--- src/rtl/exec_datapath.sv ---
// exec_datapath: execute/writeback stage with an 8x16 register file, a single-cycle ALU and
// an iterative restoring divider that stalls the sequencer through busy_o.
module exec_datapath #(
  parameter int WIDTH      = 16,
  parameter int NREGS      = 8,
  parameter int DIV_CYCLES = 16
) (
  input  logic                     clk_i,
  input  logic                     rst_ni,
  input  logic                     rf_write_i,
  input  logic [3:0]               alu_sel_i,
  input  logic                     imm_sel_i,
  input  logic [$clog2(NREGS)-1:0] rs_addr_i,
  input  logic [$clog2(NREGS)-1:0] rt_addr_i,
  input  logic [$clog2(NREGS)-1:0] rd_addr_i,
  input  logic [WIDTH-1:0]         imm_data_i,
  output logic                     zero_flag_o,
  output logic                     pos_flag_o,
  output logic                     busy_o,
  input  logic [$clog2(NREGS)-1:0] dbg_addr_i,
  output logic [WIDTH-1:0]         dbg_data_o
);
  localparam int AW = $clog2(NREGS);
  localparam int CW = $clog2(DIV_CYCLES);
  localparam int SW = $clog2(WIDTH);
  localparam logic [3:0] OP_DIV = 4'd5;
  localparam logic [3:0] OP_CMP = 4'd11;

  typedef enum logic [1:0] {IDLE, RUN, DONE} state_e;

  state_e           state_q;
  logic [WIDTH-1:0] rf_q [NREGS];
  logic             zero_q, pos_q;
  logic [CW-1:0]    cnt_q;
  logic [WIDTH-1:0] rem_q, quo_q, dvs_q;
  logic [AW-1:0]    rd_q;

  logic [WIDTH-1:0] op_a, op_b, res;
  logic             shift_oor;
  logic [WIDTH:0]   part;
  logic             ge;
  logic [WIDTH-1:0] rem_d, quo_d;

  function automatic logic [1:0] flags(input logic [WIDTH-1:0] r);
    return {r == '0, r != '0 && !r[WIDTH-1]};
  endfunction

  assign op_a      = rf_q[rs_addr_i];
  assign op_b      = imm_sel_i ? imm_data_i : rf_q[rt_addr_i];
  assign shift_oor = op_b > WIDTH'(WIDTH - 1);

  always_comb begin
    res = '0;
    case (alu_sel_i)
      4'd0:    res = op_a;
      4'd1:    res = imm_data_i;
      4'd2:    res = op_a + op_b;
      4'd3:    res = op_a - op_b;
      4'd4:    res = op_a * op_b;
      4'd6:    res = op_a & op_b;
      4'd7:    res = op_a | op_b;
      4'd8:    res = op_a ^ op_b;
      4'd9:    res = shift_oor ? '0 : op_a << op_b[SW-1:0];
      4'd10:   res = shift_oor ? '0 : op_a >> op_b[SW-1:0];
      4'd11:   res = op_a - op_b;
      default: res = '0;
    endcase
  end

  // Restoring step: the dividend shifts out of quo_q while quotient bits shift in.
  // A zero divisor always "fits", which yields the all-ones quotient for free.
  assign part  = {rem_q, quo_q[WIDTH-1]};
  assign ge    = part >= {1'b0, dvs_q};
  assign rem_d = ge ? WIDTH'(part - {1'b0, dvs_q}) : part[WIDTH-1:0];
  assign quo_d = {quo_q[WIDTH-2:0], ge};

  always_ff @(posedge clk_i or negedge rst_ni) begin
    if (!rst_ni) begin
      for (int i = 0; i < NREGS; i++) rf_q[i] <= '0;
      zero_q  <= 1'b0;
      pos_q   <= 1'b0;
      state_q <= IDLE;
      cnt_q   <= '0;
      rem_q   <= '0;
      quo_q   <= '0;
      dvs_q   <= '0;
      rd_q    <= '0;
    end else if (state_q == IDLE) begin
      if (rf_write_i && alu_sel_i == OP_DIV) begin
        state_q <= RUN;
        cnt_q   <= '0;
        rem_q   <= '0;
        quo_q   <= op_a;
        dvs_q   <= op_b;
        rd_q    <= rd_addr_i;
      end else if (rf_write_i && alu_sel_i <= OP_CMP) begin
        if (alu_sel_i != OP_CMP) rf_q[rd_addr_i] <= res;
        {zero_q, pos_q} <= flags(res);
      end
    end else if (state_q == RUN) begin
      rem_q <= rem_d;
      quo_q <= quo_d;
      cnt_q <= cnt_q + 1'b1;
      if (cnt_q == CW'(DIV_CYCLES - 1)) state_q <= DONE;
    end else begin
      rf_q[rd_q]      <= quo_q;
      {zero_q, pos_q} <= flags(quo_q);
      state_q         <= IDLE;
    end
  end

  assign zero_flag_o = zero_q;
  assign pos_flag_o  = pos_q;
  assign busy_o      = state_q != IDLE;
  assign dbg_data_o  = rf_q[dbg_addr_i];
endmodule
--- config.mk ---
export PLATFORM = sky130hd
export DESIGN_NAME = exec_datapath
export DESIGN_NICKNAME = d
export VERILOG_FILES = /design/src/rtl/exec_datapath.sv
export SDC_FILE = /design/constraint.sdc
export NUM_CORES = 1
export LEC_CHECK = 0
export ABC_CLOCK_PERIOD_IN_PS = 12720
export CAP_MARGIN = 20
export CORE_ASPECT_RATIO = 0.75
export CORE_MARGIN = 4
export CORE_UTILIZATION = 50
export CTS_CLUSTER_DIAMETER = 40
export CTS_CLUSTER_SIZE = 28
export DETAILED_ROUTE_END_ITERATION = 7
export GPL_TIMING_DRIVEN = 0
export PLACE_DENSITY = 0.67
export SLEW_MARGIN = 15
export SYNTH_ARGS = -nofsm -noshare
export SYNTH_HDL_FRONTEND = slang
export SYNTH_SLANG_ARGS = --single-unit
--- constraint.sdc ---
create_clock -name clk_i -period 12.72 [get_ports clk_i]
set_input_delay 3.816 -clock clk_i [delete_from_list [all_inputs] [get_ports clk_i]]
set_output_delay 3.816 -clock clk_i [all_outputs]
set_load 0.05 [all_outputs]
======== Word level (Yosys, flattened, before mapping) ========
Index checks and enable logic that the tools add are counted.
operators by class
  add/sub/neg operators ................... 4
  $mul .................................... 1
  $lt $le $gt $ge ......................... 10
  equality and inequality tests ........... 20
  shift-type cells ........................ 2
  multiplexer cells ....................... 46
  bitwise gates (word level) .............. 8
  reduce and logical (&&, ||, !) cells .... 22
operator list
  cell                   number
  $mux W128              5
  $mux W16               18
  $bwmux W128            2
  $pmux W16 S10          1
  $bmux W16 S3           3
  $demux W16 S3          2
  $logic_not A16 Y1      2
  $reduce_bool A16 Y1    2
  $sub A16 B16 Y16       2
  $eq A4 B4 Y1 const B   5
  $ge A4 B4 Y1 const B   5
  $not A3 Y4             5
  $ge A17 B16 Y1         1
  $add A16 B16 Y16       1
  $and A16 B16 Y16       1
  $eq A4 B3 Y1 const B   4
  $gt A16 B4 Y1 const B  1
  $mul A16 B16 Y16       1
  $or A16 B16 Y16        1
  $shl A16 B4 Y16        1
  $shr A16 B4 Y16        1
  $xor A16 B16 Y16       1
  $mux W4                3
  $eq A4 B2 Y1 const B   2
  other kinds (20)       43
storage, ports and cells
  register bits after elaboration ......... 187
  input bits .............................. 36
  output and inout bits ................... 19
  word-level logic and storage cells ...... 129

======== Logic depth before layout (Yosys ltp) ========
  depth in word-level cells ............... 13
  depth in mapped cells ................... 34
  mapped depth without buffers ............ 29

======== Worst setup path after synthesis ========
Ideal clock, no wire load.
  kind .................................... input to register
  start ................................... in rt_addr_i[0]
  end ..................................... reg rf_q[15] in the netlist's numbering
  library setup time ...................... 125 ps
  arrival time ............................ 10797 ps
  data required time ...................... 12595 ps
  path slack .............................. 1799 ps
  cell stages on the path ................. 30
  buffers on the path ..................... 6
  cell sequence ........................... buf_6 buf_12 buf_12 mux2i_1 a22o_1 o21a_2 inv_1 buf_2 buf_1 buf_1 nand2_1 fa_1 fa_1 fa_1 fa_1 inv_1 fa_1 inv_1 fa_1 inv_1 ha_1 and3_1 a21oi_1 a31oi_1 o21a_1 nor2_1 xnor2_1 a221oi_4 o22ai_1 mux2_2
between the ends
  cells in the longest elaborated chain, start to end .. 13
  elaborated cells between the ends (all ways) .. 22
  classes of those cells .................. add/sub: 2; mul: 1; order compare: 1; shift: 2; mux: 12; bitwise: 4
RTL lines
  element                                                                   line  RTL
  from (decl)                                                               14    input logic [$clog2(NREGS)-1:0] rt_addr_i,
  $not A3 Y4 (not written as such) *                                        49    assign op_b = imm_sel_i ? imm_data_i : rf_q[rt_addr_i];
  $bmux W16 S3 *                                                            49
  $mux W16 (not written as such) * (2 in series)                            49
  $mux W16 *                                                                49
  via op_b[2]                                                               38    logic [WIDTH-1:0] op_a, op_b, res;
  parallel branches: the longest is 2 deep, another holds $mul A16 B16 Y16  --
  $pmux W16 S10 *                                                           54    case (alu_sel_i)
  $bwmux W128 *                                                             97    if (alu_sel_i != OP_CMP) rf_q[rd_addr_i] <= res;
  $mux W128 *                                                               97
  $mux W128 *                                                               96    end else if (rf_write_i && alu_sel_i <= OP_CMP) begin
  $mux W128 *                                                               89    if (rf_write_i && alu_sel_i == OP_DIV) begin
  $mux W128 *                                                               88    end else if (state_q == IDLE) begin
  to (signal, indexed assignment)                                           97
  to (signal, indexed assignment)                                           106   rf_q[rd_q] <= quo_q;
  to (decl)                                                                 32    logic [WIDTH-1:0] rf_q [NREGS];
Mark *: on every way through the listed nets, which the timed path passes. The select of a mux whose other input is x is not followed.
A chain may end at the register's enable or synchronous reset.

======== Final worst setup path ========
  start ................................... in rt_addr_i[2]
  end ..................................... reg rf_q[111] in the netlist's numbering
between the ends
  cells in the longest elaborated chain, start to end .. 13
  elaborated cells between the ends (all ways) .. 22
  classes of those cells .................. add/sub: 2; mul: 1; order compare: 1; shift: 2; mux: 12; bitwise: 4
RTL lines
  element                                                                   line
  $not A3 Y4 (not written as such) *                                        49
  $bmux W16 S3 *                                                            49
  $mux W16 (not written as such) * (2 in series)                            49
  $mux W16 *                                                                49
  via op_b[7]                                                               38
  parallel branches: the longest is 2 deep, another holds $mul A16 B16 Y16  --
  $pmux W16 S10 *                                                           54
  $bwmux W128 *                                                             97
  $mux W128 *                                                               97
  $mux W128 *                                                               96
  $mux W128 *                                                               89
  $mux W128 *                                                               88
Marked as above.

==> metrics.md <==
| Metric | Value |
|---|---|
| Outcome | complete, no violations |
| CP endpoint kind | register |
| Final period utilization | roughly 100% |
| DRC | 0 |
| First-pass GRT wire length | 134000 um |
| Synth area leaders | dfrtp_1 23%, fa_1 8.0%, ha_1 7.0%, mux4_2 5.9%, mux2i_1 4.2% |
| Syn_nets | roughly 2500 |
| FFs w/ async S/R, synth | 100% |
| WHS Path Cells | 2 |
| Starting Density | 50.9% |
| WL/cell | between 30 and 40 um |
| Slew @ Worst Pin | roughly 1.4 ns |
| Final WL | between 90000 and 100000 um |
| Drt first-iter violations | between 3000 and 4000 |
| WHS | 0.482 ns |
| Final GP Congestion | between 1 and 1.5 |
| Fin Setup TNS | 0 ns |
| Max-Cap Viols | 0 |
| Worst Path Class, Setup | in -> reg |
| Synth Register Bits | between 150 and 200 |
| Synth top area share | about 23% |
| GR Util All Layers | between 40% and 50% |
| Largest net degree at the start of global routing | 99 |
| Sink Count | roughly 190 |
| Cells after Synth | between 2000 and 2500 |
| Placement row count | 63 |
| Warnings from Yosys | 0 |
| Mapped Area | around 20000 um^2 |
| Detail Placement HPWL | approximately 72000 um |
| Antenna violations before repair | 3 |
| # setup viols final | 0 |
| Die H | 182 um |
| Core area | 39800 um^2 |
| Reg2reg path depth | 26 |
| Die width | between 200 and 250 um |
| Worst Setup SP | rt_addr_i[2] |
| Commonest cells in the netlist | 227 x nand2_1, 187 x dfrtp_1, 183 x inv_1, 175 x nor2_1, 114 x o21ai_0 |
| HP Start | dvs_q[4]$_DFFE_PN0P_ |
| Post-synth EDFFs | 0 |
| Post-synth top area cell | dfrtp_1 |
| Vias after detailed routing | about 20000 |
| DRT Pass-1 Iters | 7 |
| Clk_skew | around 0.015 ns |
| Placed Cells | between 2000 and 3000 |
| Critical Path Source Type | primary input |
| Vias per Instance | 7.16 |
| CTS buffer count | 17 |
| Crit Path Max Fanout | 10 |
| Worst path arrival time | 13.04 ns |
| Max Slew Vio Count | 0 |
| Sequential fraction of the synthesis area | a little under a quarter |
| Most frequent cell after synthesis | nand2_1 |
| Filler-free cell count of the finished design | approximately 2900 |
| Worst Hold Class | reg -> reg |
| P_leak | between 9 and 10 nW |
| H-tree depth | 4 |
| Grt total ovfl | 0 |
| R2R Path Start | rf_q[112]$_DFFE_PN0P_ |
| Post-route minimum period | ~13 ns |
| Layout net count | approximately 2600 |
| Worst vdd rail ir drop | roughly 380 uV |
| Hold Fails Final Rpt | 0 |
| Number of I/O port buffers | 46 |
| Fill cells | between 3000 and 4000 |
| Vias in the first global route | ~20000 |
| Clock root buffer | clkbuf_16 |
| Post-synth cell types | 97 |
| Final core occ | between 50% and 60% |
| Worst-path clk slew | ~0.07 ns |
| Slew margin rel. | a little under 9% |
| Syn_area_per_cell | between 8 and 9 um^2 |
| F_max | just under 80 MHz |
| Unrepaired setup endpoints after global routing | false |
| Die Area | approximately 44000 um^2 |
| Required time worst endpoint | roughly 13 ns |
| Routed Antenna Nets | 0 |
| Area Overhead vs Synth | 8.91% |
| Top FF cell, synth | dfrtp_1 |
| Cell Pwr Density | between 300 and 400 nW/um^2 |
| Share of cells above drive strength 1 | 11.4% |
| Ports | 55 |
| CTS tree | done |
| Worst-skew pair later-pin latency | ~0.46 ns |
| Clock buffer depth | 2 |
==> power breakdown <==
part	switching, mW	total [mW]	internal, mW
clock network	0.257	0.542	0.284
logic	3.73	6.09	2.36
registers	0.266	1.12	0.855
==> final cells by class <==
cell class                 instances  area [um^2]  share of cell area [%]
sequential                       187         4680                    21.2
inverter                         192          721                    3.26
clock inverter                    10          105                   0.476
antenna                            2         5.00                  0.0227
tap                              520          651                    2.95
multi-input combinational       1716        14100                    63.9
timing repair buffer              55          566                    2.56
clock buffer                      22          464                    2.10
buffer                           161          774                    3.51
==> flip-flops by register name, indices dropped and copies added (netlist names) <==
signal       flops
rem_q           16
quo_q           16
cnt_q            4
rd_q             3
zero_flag_o      1
state_q          2
pos_flag_o       1
dvs_q           16
rf_q           128
==> worst max-delay path, cell delays in order <==
cell,delay [ns]
clkdlybuf4s50_1,0.82
nand2_1,0.30
clkbuf_1,0.48
o22ai_1,0.33
o31a_1,0.15
buf_2,0.31
clkinv_1,0.50
ha_1,0.48
inv_1,0.12
fa_1,0.42
fa_1,0.52
inv_1,0.06
fa_1,0.51
fa_1,0.50
inv_1,0.05
fa_1,0.45
fa_1,0.40
xor2_1,0.17
xnor2_1,0.23
xnor2_1,0.17
xnor2_1,0.10
xnor2_1,0.33
xnor2_1,0.16
xnor2_2,0.16
xnor2_1,0.17
a221oi_4,0.77
o221ai_1,0.32
o21a_1,0.19
==> worst paths after layout <==
check | endpoint | slack, ns
setup / recovery | rf_q[111]$_DFFE_PN0P_ | 0.02
hold / removal | dvs_q[4]$_DFFE_PN0P_ | 0.48
setup reg to reg | pos_flag_o$_DFFE_PN0P_ | 4.05
hold reg to reg | dvs_q[4]$_DFFE_PN0P_ | 0.48
max in group asynchronous | rf_q[39]$_DFFE_PN0P_ | 8.40
min in group asynchronous | rd_q[2]$_DFFE_PN0P_ | 3.35
==> through the flow <==
stage	total power [mW]	setup WS, ns	cell area, um^2
detailed placement	6.93	-0.893	21500
global route	8.28	0.0343	22100
floorplan	5.28	1.80	20300
finish	7.76	0.0231	22100
global placement	6.82	-0.930	21400
CTS	7.52	0.0100	22000
==> placed cells by master, fill, tap and decap left out, drive strengths merged, types with 16 or more instances in the layout <==
master and n:
nand2 228, inv 191, dfrtp 187, nor2 176, clkbuf 124, o21ai 118
ha 113, o21a 92, a21oi 89, o221ai 88, mux2i 88, fa 81
mux2 73, buf 69, xnor2 57, mux4 54, clkdlybuf4s50 45, a22oi 38
o211ai 32, nand3 30, o22ai 26, o22a 24, nor3 24, a31oi 21
a22o 18, nand4 18, nor2b 17, o31ai 17, a211oi 16
==> cells by family after synthesis <==
logic type / Yosys count / synth area share [%]
XOR/XNOR: 68 / 3.05
multiplexers: 215 / 14.5
AO/OA/AOI/OAI: 672 / 24.3
adder cells (fa/ha/maj): 195 / 15.0
AND/OR/NAND/NOR: 566 / 12.7
flip-flops: 187 / 23.1
buffers and inverters: 359 / 7.43
==> what timing repair did <==
item                                    CTS  global route
resized for setup                         4            10
setup buffers                             0             1
endpoints found under the setup margin   10            18
hold buffers                              0             0
pin swaps                                 0             2
==> metal layers <==
metal	global-route usage, %	share of wire (%)	up-vias
met5	0	0.040	-
met4	15.1	4.1	6
met3	19.8	17	274
met2	55.7	38	1750
met1	60.0	40	10051
li1	-	-	8434
(Power assumes the default switching activity.)
